**src/rtl/lc3b_types.sv**
```systemverilog
// Shared LC-3b types: opcodes, the decoded instruction packet and the memory-stage FSM states.
package lc3b_types;

  localparam int unsigned LC3B_ADDR_W = 16;
  localparam int unsigned LC3B_DATA_W = 16;

  typedef logic [LC3B_DATA_W-1:0] lc3b_word;

  typedef enum logic [3:0] {
    OP_BR   = 4'h0,
    OP_ADD  = 4'h1,
    OP_LDB  = 4'h2,
    OP_STB  = 4'h3,
    OP_JSR  = 4'h4,
    OP_AND  = 4'h5,
    OP_LDR  = 4'h6,
    OP_STR  = 4'h7,
    OP_RTI  = 4'h8,
    OP_NOT  = 4'h9,
    OP_LDI  = 4'hA,
    OP_STI  = 4'hB,
    OP_JMP  = 4'hC,
    OP_SHF  = 4'hD,
    OP_LEA  = 4'hE,
    OP_TRAP = 4'hF
  } lc3b_opcode;

  typedef struct packed {
    lc3b_opcode opcode;
    logic [2:0] dr;
    logic       ld_reg;
    logic       ld_cc;
    lc3b_word   pc;
  } lc3b_ipacket;

  typedef enum logic [1:0] {
    S_IDLE = 2'd0,
    S_PTR  = 2'd1,
    S_ACC  = 2'd2
  } lc3b_mem_state_t;

  function automatic logic is_mem_op(input lc3b_opcode op);
    return op inside {OP_LDB, OP_STB, OP_LDR, OP_STR, OP_LDI, OP_STI};
  endfunction

  function automatic logic is_indirect(input lc3b_opcode op);
    return op inside {OP_LDI, OP_STI};
  endfunction

  function automatic logic is_store(input lc3b_opcode op);
    return op inside {OP_STB, OP_STR, OP_STI};
  endfunction

  function automatic logic is_byte_op(input lc3b_opcode op);
    return op inside {OP_LDB, OP_STB};
  endfunction

endpackage

```
**src/rtl/mem_align.sv**
```systemverilog
// Byte-lane steering for data-memory accesses: address alignment, lane enables,
// store data replication and sign-extended byte loads.
module mem_align
  import lc3b_types::*;
#(
  parameter int unsigned ADDR_W = LC3B_ADDR_W,
  parameter int unsigned DATA_W = LC3B_DATA_W
) (
  input  lc3b_opcode        opcode,
  input  logic [ADDR_W-1:0] addr,
  input  logic [DATA_W-1:0] sr_data,
  input  logic [DATA_W-1:0] rdata,
  output logic [ADDR_W-1:0] aligned_addr_c,
  output logic [1:0]        byte_en_c,
  output logic [DATA_W-1:0] wdata_c,
  output logic [DATA_W-1:0] load_data_c
);

  logic [7:0] sel_byte;

  always_comb begin
    aligned_addr_c = addr;
    byte_en_c      = 2'b11;
    wdata_c        = sr_data;
    load_data_c    = rdata;
    sel_byte       = addr[0] ? rdata[15:8] : rdata[7:0];
    if (is_byte_op(opcode)) begin
      byte_en_c   = addr[0] ? 2'b10 : 2'b01;
      wdata_c     = {sr_data[7:0], sr_data[7:0]};
      load_data_c = {{(DATA_W-8){sel_byte[7]}}, sel_byte};
    end else begin
      aligned_addr_c[0] = 1'b0;
    end
  end

endmodule

```
**src/rtl/mem_access.sv**
```systemverilog
// LC-3b memory stage: pass-through for non-memory ops, request/response data-memory
// accesses (with LDI/STI pointer indirection) and the writeback packet register.
module mem_access
  import lc3b_types::*;
#(
  parameter int unsigned ADDR_W = LC3B_ADDR_W,
  parameter int unsigned DATA_W = LC3B_DATA_W
) (
  input  logic              clk,
  input  logic              rst_n,
  input  logic              in_valid,
  input  lc3b_ipacket       in_ipacket,
  input  logic [DATA_W-1:0] alu_in,
  input  logic [DATA_W-1:0] sr_in,
  input  logic [DATA_W-1:0] br_addr_in,
  input  logic              flush,
  output logic [ADDR_W-1:0] mem_address,
  output logic [DATA_W-1:0] mem_wdata,
  output logic              mem_read,
  output logic              mem_write,
  output logic [1:0]        mem_byte_enable,
  input  logic [DATA_W-1:0] mem_rdata,
  input  logic              mem_resp,
  output logic              stall,
  output logic              wb_valid,
  output lc3b_ipacket       wb_ipacket,
  output logic [DATA_W-1:0] wb_alu,
  output logic [DATA_W-1:0] wb_mem,
  output logic [DATA_W-1:0] wb_br_addr
);

  lc3b_mem_state_t   state_q, state_d;
  logic              kill_q, kill_d;
  lc3b_ipacket       pkt_q, pkt_d;
  logic [DATA_W-1:0] sr_q, sr_d;
  logic [DATA_W-1:0] alu_q, alu_d;
  logic [DATA_W-1:0] br_q, br_d;
  logic [ADDR_W-1:0] addr_q, addr_d;

  logic              wb_valid_q, wb_valid_d;
  lc3b_ipacket       wb_ipacket_q, wb_ipacket_d;
  logic [DATA_W-1:0] wb_alu_q, wb_alu_d;
  logic [DATA_W-1:0] wb_mem_q, wb_mem_d;
  logic [DATA_W-1:0] wb_br_q, wb_br_d;

  logic              issue_c;
  logic              kill_now_c;
  lc3b_opcode        al_op_c;
  logic [ADDR_W-1:0] al_addr_c;
  logic [DATA_W-1:0] al_sr_c;
  logic [ADDR_W-1:0] aligned_addr_c;
  logic [1:0]        byte_en_c;
  logic [DATA_W-1:0] wdata_c;
  logic [DATA_W-1:0] load_data_c;

  assign issue_c    = (state_q == S_IDLE) && in_valid && !flush && is_mem_op(in_ipacket.opcode);
  assign kill_now_c = kill_q | flush;

  // Issue cycle steers from the live inputs; afterwards only the latched copies are used.
  always_comb begin
    al_op_c   = pkt_q.opcode;
    al_addr_c = addr_q;
    al_sr_c   = sr_q;
    if (state_q == S_IDLE) begin
      al_op_c   = in_ipacket.opcode;
      al_addr_c = ADDR_W'(alu_in);
      al_sr_c   = sr_in;
    end
  end

  mem_align #(
    .ADDR_W (ADDR_W),
    .DATA_W (DATA_W)
  ) u_align (
    .opcode         (al_op_c),
    .addr           (al_addr_c),
    .sr_data        (al_sr_c),
    .rdata          (mem_rdata),
    .aligned_addr_c (aligned_addr_c),
    .byte_en_c      (byte_en_c),
    .wdata_c        (wdata_c),
    .load_data_c    (load_data_c)
  );

  always_ff @(posedge clk or negedge rst_n) begin
    if (!rst_n) begin
      state_q      <= S_IDLE;
      kill_q       <= 1'b0;
      pkt_q        <= '0;
      sr_q         <= '0;
      alu_q        <= '0;
      br_q         <= '0;
      addr_q       <= '0;
      wb_valid_q   <= 1'b0;
      wb_ipacket_q <= '0;
      wb_alu_q     <= '0;
      wb_mem_q     <= '0;
      wb_br_q      <= '0;
    end else begin
      state_q      <= state_d;
      kill_q       <= kill_d;
      pkt_q        <= pkt_d;
      sr_q         <= sr_d;
      alu_q        <= alu_d;
      br_q         <= br_d;
      addr_q       <= addr_d;
      wb_valid_q   <= wb_valid_d;
      wb_ipacket_q <= wb_ipacket_d;
      wb_alu_q     <= wb_alu_d;
      wb_mem_q     <= wb_mem_d;
      wb_br_q      <= wb_br_d;
    end
  end

  always_comb begin
    state_d         = state_q;
    kill_d          = kill_q;
    pkt_d           = pkt_q;
    sr_d            = sr_q;
    alu_d           = alu_q;
    br_d            = br_q;
    addr_d          = addr_q;
    wb_valid_d      = 1'b0;
    wb_ipacket_d    = wb_ipacket_q;
    wb_alu_d        = wb_alu_q;
    wb_mem_d        = wb_mem_q;
    wb_br_d         = wb_br_q;
    mem_address     = aligned_addr_c;
    mem_wdata       = wdata_c;
    mem_read        = 1'b0;
    mem_write       = 1'b0;
    mem_byte_enable = 2'b00;
    stall           = 1'b0;

    unique case (state_q)
      S_IDLE: begin
        kill_d       = 1'b0;
        wb_valid_d   = in_valid && !flush && !is_mem_op(in_ipacket.opcode);
        wb_ipacket_d = in_ipacket;
        wb_alu_d     = alu_in;
        wb_br_d      = br_addr_in;
        wb_mem_d     = '0;
        if (issue_c) begin
          stall           = 1'b1;
          mem_byte_enable = byte_en_c;
          // Indirect ops always start with the pointer read, even STI.
          if (is_indirect(in_ipacket.opcode) || !is_store(in_ipacket.opcode)) begin
            mem_read = 1'b1;
          end else begin
            mem_write = 1'b1;
          end
          pkt_d   = in_ipacket;
          sr_d    = sr_in;
          alu_d   = alu_in;
          br_d    = br_addr_in;
          addr_d  = ADDR_W'(alu_in);
          state_d = is_indirect(in_ipacket.opcode) ? S_PTR : S_ACC;
        end
      end

      S_PTR: begin
        mem_read        = 1'b1;
        mem_byte_enable = byte_en_c;
        stall           = !(mem_resp && kill_now_c);
        kill_d          = kill_now_c;
        if (mem_resp) begin
          addr_d = ADDR_W'(mem_rdata);
          if (kill_now_c) begin
            kill_d  = 1'b0;
            state_d = S_IDLE;
          end else begin
            state_d = S_ACC;
          end
        end
      end

      S_ACC: begin
        mem_byte_enable = byte_en_c;
        mem_write       = is_store(pkt_q.opcode);
        mem_read        = !is_store(pkt_q.opcode);
        // Releasing stall on the response lets upstream advance exactly once.
        stall           = !mem_resp;
        kill_d          = kill_now_c;
        if (mem_resp) begin
          wb_valid_d   = !kill_now_c;
          wb_ipacket_d = pkt_q;
          wb_alu_d     = alu_q;
          wb_br_d      = br_q;
          wb_mem_d     = is_store(pkt_q.opcode) ? '0 : load_data_c;
          kill_d       = 1'b0;
          state_d      = S_IDLE;
        end
      end

      default: begin
        state_d = S_IDLE;
      end
    endcase
  end

  assign wb_valid   = wb_valid_q;
  assign wb_ipacket = wb_ipacket_q;
  assign wb_alu     = wb_alu_q;
  assign wb_mem     = wb_mem_q;
  assign wb_br_addr = wb_br_q;

endmodule

```
**config.mk**
```make
export PLATFORM = sky130hd
export DESIGN_NAME = mem_access
export DESIGN_NICKNAME = d
export VERILOG_FILES = /design/src/rtl/lc3b_types.sv /design/src/rtl/mem_align.sv /design/src/rtl/mem_access.sv
export SDC_FILE = /design/constraint.sdc
export NUM_CORES = 1
export LEC_CHECK = 0
export ABC_AREA = 0
export BUFFER_PORTS_ARGS = -buffer_cell sky130_fd_sc_hd__buf_4
export CAP_MARGIN = 20
export CELL_PAD_IN_SITES_DETAIL_PLACEMENT = 0
export CELL_PAD_IN_SITES_GLOBAL_PLACEMENT = 1
export CORE_AREA = 2 2 174 134
export DETAILED_ROUTE_END_ITERATION = 7
export DIE_AREA = 0 0 176 136
export GPL_TIMING_DRIVEN = 0
export PLACE_DENSITY_LB_ADDON = 0.1
export SLEW_MARGIN = 20
export SYNTH_ARGS = -nofsm -noshare
export SYNTH_HDL_FRONTEND = slang
export SYNTH_SLANG_ARGS = --single-unit
export TNS_END_PERCENT = 30
```
**constraint.sdc**
```tcl
create_clock -name clk -period 3.5 [get_ports clk]
set_input_delay 0.525 -clock clk [delete_from_list [all_inputs] [get_ports clk]]
set_output_delay 0.525 -clock clk [all_outputs]
set_load 0.05 [all_outputs]
```
* Yosys cells after proc, flatten, opt, wreduce, memory -nomap -nowiden
Cells that the tools add are included.
** Word-level totals
- Register bits after elaboration :: 166
- Input port bits :: 94
- Output and inout port bits :: 111
** Operators by class
- Eq/ne operators :: 16
- Mux-type cells :: 41
- Bitwise gates (word level) :: 1
- Reduce and logical (&&, ||, !) cells :: 28
** Operators by type and width (number)
- two-way mux 16 bit :: 10
- case mux 16 bit (2 select lines) :: 4
- case mux 25 bit (2 select lines) :: 1
- two-way mux 25 bit :: 1
- == test 4 x 2 -> 1 bit, second input constant :: 5
- two-way mux 2 bit :: 8
- == test 4 x 3 -> 1 bit, second input constant :: 3
- == test 4 bit, second input constant :: 3
- nonzero test 2 bit :: 5
- two-way mux 1 bit :: 8
- two-way mux 8 bit :: 1
- logical NOT 1 bit :: 7
- logical AND 1 bit :: 6
- != test 2 bit, second input constant :: 3
- case mux 1 bit (2 select lines) :: 3
- case mux 1 bit (3 select lines) :: 2
- case mux 2 bit (3 select lines) :: 1
- AND reduction 3 bit :: 2
- nonzero test 3 bit :: 2
- nonzero test 6 bit :: 1
- two-way mux 4 bit :: 1
- case mux 2 bit (2 select lines) :: 1
- AND reduction 2 bit :: 2
- == test 2 x 1 -> 1 bit, second input constant :: 1
- 5 further kinds :: 5

* Depth between registers and ports, before layout
- Depth in word-level cells :: 8
- Gate-level depth with buffers :: 9
- Mapped depth without buffers :: 6

* By module
Synthesis repeated with hierarchy kept, for this count alone.
** Second synthesis, totals
- Cell total of the unflattened synthesis :: 680
- Area, all modules :: 8144.1 µm²
** Modules (own cells, without submodules)
- mem_access :: times used 1, cells an instance 616, area each 7577.3 µm², sequential area each 4154.0 µm²
- mem_align :: times used 1, cells an instance 64, area each 566.8 µm², sequential area each 0.0 µm²

* Least setup slack after synthesis
OpenSTA, ideal clock, no wires.
- Path type :: register to output
- Start :: reg state_q[0]
- End :: out mem_byte_enable[0]
- Arrival time :: 2544 ps
- Path slack :: 431 ps
- Cell stages (with the launch flop) :: 8
- Path buffers :: 1
- Cell sequence :: dfrtp_1 inv_1 ha_1 buf_2 mux2_2 o21ai_2 inv_1 nor2_1
** On the way
- Word-level cells in the longest chain between the ends :: 7
- Elaborated cells on any way between the ends :: 16
- Those cells by class :: eq/ne (4); mux (6); reduce/logical (6)
** Ends and longest elaborated chain
- from (decl) :: RTL line mem_access.sv:32 : lc3b_mem_state_t state_q, state_d;
- from (signal assigned) :: RTL line mem_access.sv:100 : state_q <= state_d;
- logical NOT 2 bit :: RTL line mem_access.sv:56, mem_access.sv:64, mem_access.sv:135
- two-way mux 4 bit :: RTL line mem_access.sv:64 : if (state_q == S_IDLE) begin
- == test 4 x 2 -> 1 bit :: RTL line lc3b_types.sv:55 : return op inside {OP_LDB, OP_STB};
- nonzero test 2 bit :: RTL line lc3b_types.sv:55
- two-way mux 2 bit :: RTL line mem_align.sv:27 : if (is_byte_op(opcode)) begin
- two-way mux 2 bit :: RTL line mem_access.sv:143 : if (issue_c) begin
- case mux 2 bit (2 select lines) (*) :: RTL line mem_access.sv:135 : unique case (state_q)
- to (decl) :: RTL line mem_access.sv:21 : output logic [1:0] mem_byte_enable,
Every way passes the cells marked *; elsewhere a longest branch is shown, timed or not.

* Worst setup path after layout
- Start :: reg state_q[0]
- End :: out mem_wdata[14]
** On the way
- Word-level cells in the longest chain between the ends :: 5
- Elaborated cells on any way between the ends :: 7
- Those cells by class :: eq/ne (2); mux (3); reduce/logical (2)
** Ends and longest elaborated chain
- logical NOT 2 bit (*) :: RTL line mem_access.sv:64
- two-way mux 4 bit :: RTL line mem_access.sv:64
- == test 4 x 2 -> 1 bit :: RTL line lc3b_types.sv:55
- nonzero test 2 bit :: RTL line lc3b_types.sv:55
- two-way mux 16 bit (*) :: RTL line mem_align.sv:27
- to (decl) :: RTL line mem_access.sv:18 : output logic [DATA_W-1:0] mem_wdata,
Marked as above.

==> run metrics <==
number of nets still failing antenna checks after routing 0; required time reported for the critical path endpoint 2.97 ns; post-route DRC violation count 0; Reg clk slew, reported paths 0.07 ns; synthesized area roughly 0.0077 sq mm; vias in the first global route 6171; fillers 2144; total of warnings raised by yosys 0; transition at the pin with the smallest max-transition slack 0.8082 ns; layout-stage area growth over the synthesis result 33.32%; Post-synth ARST share 100.0%; Final HPWL DP roughly 16 mm; total leakage power 0.004900 uW; final critical-path share of the clock period between 90% and 100%; core region area about 0.022 sq mm; leftover overflow at the end of global routing 0; count of input and output buffers 204; maximum fanout encountered on the critical timing path 10; register area share after synthesis between 50% and 60%; CTS tree built; first-iteration detailed-routing DRC count 256; unrepaired setup endpoints after global routing false; Setup Total Neg Slack 0 ns; Met1 Wirelength 10.21 mm; pin count of the biggest net entering global routing just under 100; floorplan die height approximately 140 microns; number of buffers on the longest clock path 2; total detailed-routing wirelength ~22 mm; drt first pass iters 4; signal arrival time at the worst endpoint 2.79 ns; most used cells in the layout excluding fill and tap cells buf_4, dfrtp_1, mux2_2; first-pass GRT wire length 34.24 mm; routed length on met2 10.20 mm; initial core utilization 34.24%; register bit total from synthesis ~170; Setup Skew between 0.01 and 0.015 ns; kind of capture point of the worst setup path output pin; path type of the worst min-delay path in2async; maximum VDD drop approximately 0.00083 V; top cell type's share of synthesized area 54.15%; Antenna diodes 0; total setup violations reported at the end of the flow 0; count of buffers added by post-CTS timing repair for setup 0; final core utilization between 40% and 50%; most common cell after layout, fill and taps aside buf_4; die outline area 0.02394 sq mm; Non-Filler Instances 1174; final critical path time including I/O delays and setup roughly 3.3 ns; antenna violations before repair 0; vias per cell just under 5; largest area contributor in the netlist dfrtp_1; count of nets after finishing 959; count of different cell masters after synthesis 32; worst reg-to-reg setup slack 0.78 ns; top post-synthesis cells by area dfrtp_1, mux2_2, mux2i_1; max-slew violation count 0; top routing layer in use met4; level count of the clock H-tree 4; detailed-route wire length per cell 18.71 microns; sink count of the clock tree between 150 and 200; Top Ports slightly above 200; final hold violation count 0; cells after synthesis 637; share of cells above drive strength 1 ~45%; mean cell area of the mapped netlist ~12 sq um; post-synth net total roughly 740; width of the chip 176 microns; Primary FF master, synth dfrtp_1; outcome completed; latest clock arrival within the worst-skew pair 0.43 ns; hold bufs inserted after CTS 0; worst hold-check slack ~0.037 ns; power density cells about 1200 mW/mm^2; max cap viols 0; Setup CP Type reg2out; met3 wirelength from detailed routing 1.359 mm; standard-cell rows 48; FMAX 302.0 MHz; placed cells 1142; CTS Root Cell clkbuf_16; Startpoint Class flip-flop; total track usage 18.79%; number of buffers inserted during clock tree synthesis 17; Final GP Congestion 0.7625; count of flip-flops with a built-in enable after synthesis 0; Slew headroom about 46%; Vias 5663
## path summary, 6_finish.rpt
check / cells past startpoint / from / endpoint
min reg2reg: 2 / wb_br_addr[3]$_DFFE_PN0P_ / wb_br_addr[3]$_DFFE_PN0P_
max: 9 / state_q[0]$_DFFE_PN0P_ / mem_wdata[14]
min in group clk: 2 / in_ipacket[22] / pkt_q[23]$_DFFE_PN0P_
min: 1 / rst_n / wb_ipacket[20]$_DFFE_PN0P_
max reg2reg: 9 / state_q[0]$_DFFE_PN0P_ / wb_mem[7]$_DFFE_PN0P_
max in group asynchronous: 2 / rst_n / wb_mem[7]$_DFFE_PN0P_
## sequential cells by signal (all words and copies together), names as in the netlist
| signal | count |
|---|---|
| addr_q | 16 |
| wb_br_addr | 16 |
| wb_mem | 16 |
| wb_valid | 1 |
| wb_alu | 16 |
| br_q | 16 |
| wb_ipacket | 25 |
| pkt_q | 25 |
| alu_q | 16 |
| sr_q | 16 |
| kill_q | 1 |
| state_q | 2 |
## timing repair
action / in CTS / in global routing
pin swaps: 0 / 0
endpoints found under the setup margin: 8 / 10
resized for setup: 3 / 5
## cell type report
class                      instances  area (sq um)  area share [%]
tap                              300         375.4           3.670
multi-input combinational        423          3316           32.42
timing repair buffer             205          1567           15.32
sequential                       166          4154           40.62
clock buffer                      20         446.7           4.368
clock inverter                    12         143.9           1.407
inverter                           8         30.03          0.2936
buffer                            40         195.2           1.908
## critical path, stage by stage, from the launching register on
cell and delay (ns):
dfrtp_1 0.43, inv_1 0.11, ha_1 0.30, buf_2 0.33
clkbuf_4 0.31, buf_4 0.25, mux2i_1 0.23, nand2_1 0.08
o21a_1 0.13, buf_4 0.18
## per-stage QoR
stage                     area, sq um  setup slack [ns]  power, uW
final                           10230            0.1891      11910
after global placement           9578            0.4977       9928
after CTS                       10220           0.06567      12040
after detailed placement         9613            0.3873      10090
after floorplan                  7671            0.4312       7991
after global routing            10230          0.005308      12600
## cells by family (layout without fill, tap and decap cells)
family                   count (synthesis)  count (layout)  share of synthesized area (%)
buffers and inverters                   48             285                          2.822
adder cells (fa/ha/maj)                  4               4                         0.6524
AND/OR/NAND/NOR                        112             112                          5.937
flip-flops                             166             166                          54.15
multiplexers                           201             201                          28.77
AO/OA/AOI/OAI                          106             106                          7.666
## power by group
part / switching, uW / internal (uW) / total, uW
registers: 517 / 2880 / 3400
logic: 4310 / 2310 / 6610
clock network: 814 / 1080 / 1900
## cells in the mapped netlist, types with 2 or more instances
cell type,count
a21boi_1,2
a21o_1,3
a21oi_1,9
a31o_2,2
buf_1,2
buf_2,23
clkbuf_1,14
dfrtp_1,166
ha_1,4
inv_1,8
mux2_2,116
mux2_4,10
mux2i_1,75
nand2_1,88
nand2b_1,2
nand3_1,2
nor2_1,13
o21a_1,8
o21ai_0,77
## layer usage
| metal | global-route usage [%] | vias to the layer above |
|---|---|---|
| met4 | 4.729 | 0 |
| met1 | 25.34 | 2839 |
| met5 | 0 | - |
| li1 | - | 2666 |
| met3 | 5.649 | 13 |
| met2 | 29.68 | 145 |
Note: power is estimated with default switching activity, not from simulation.
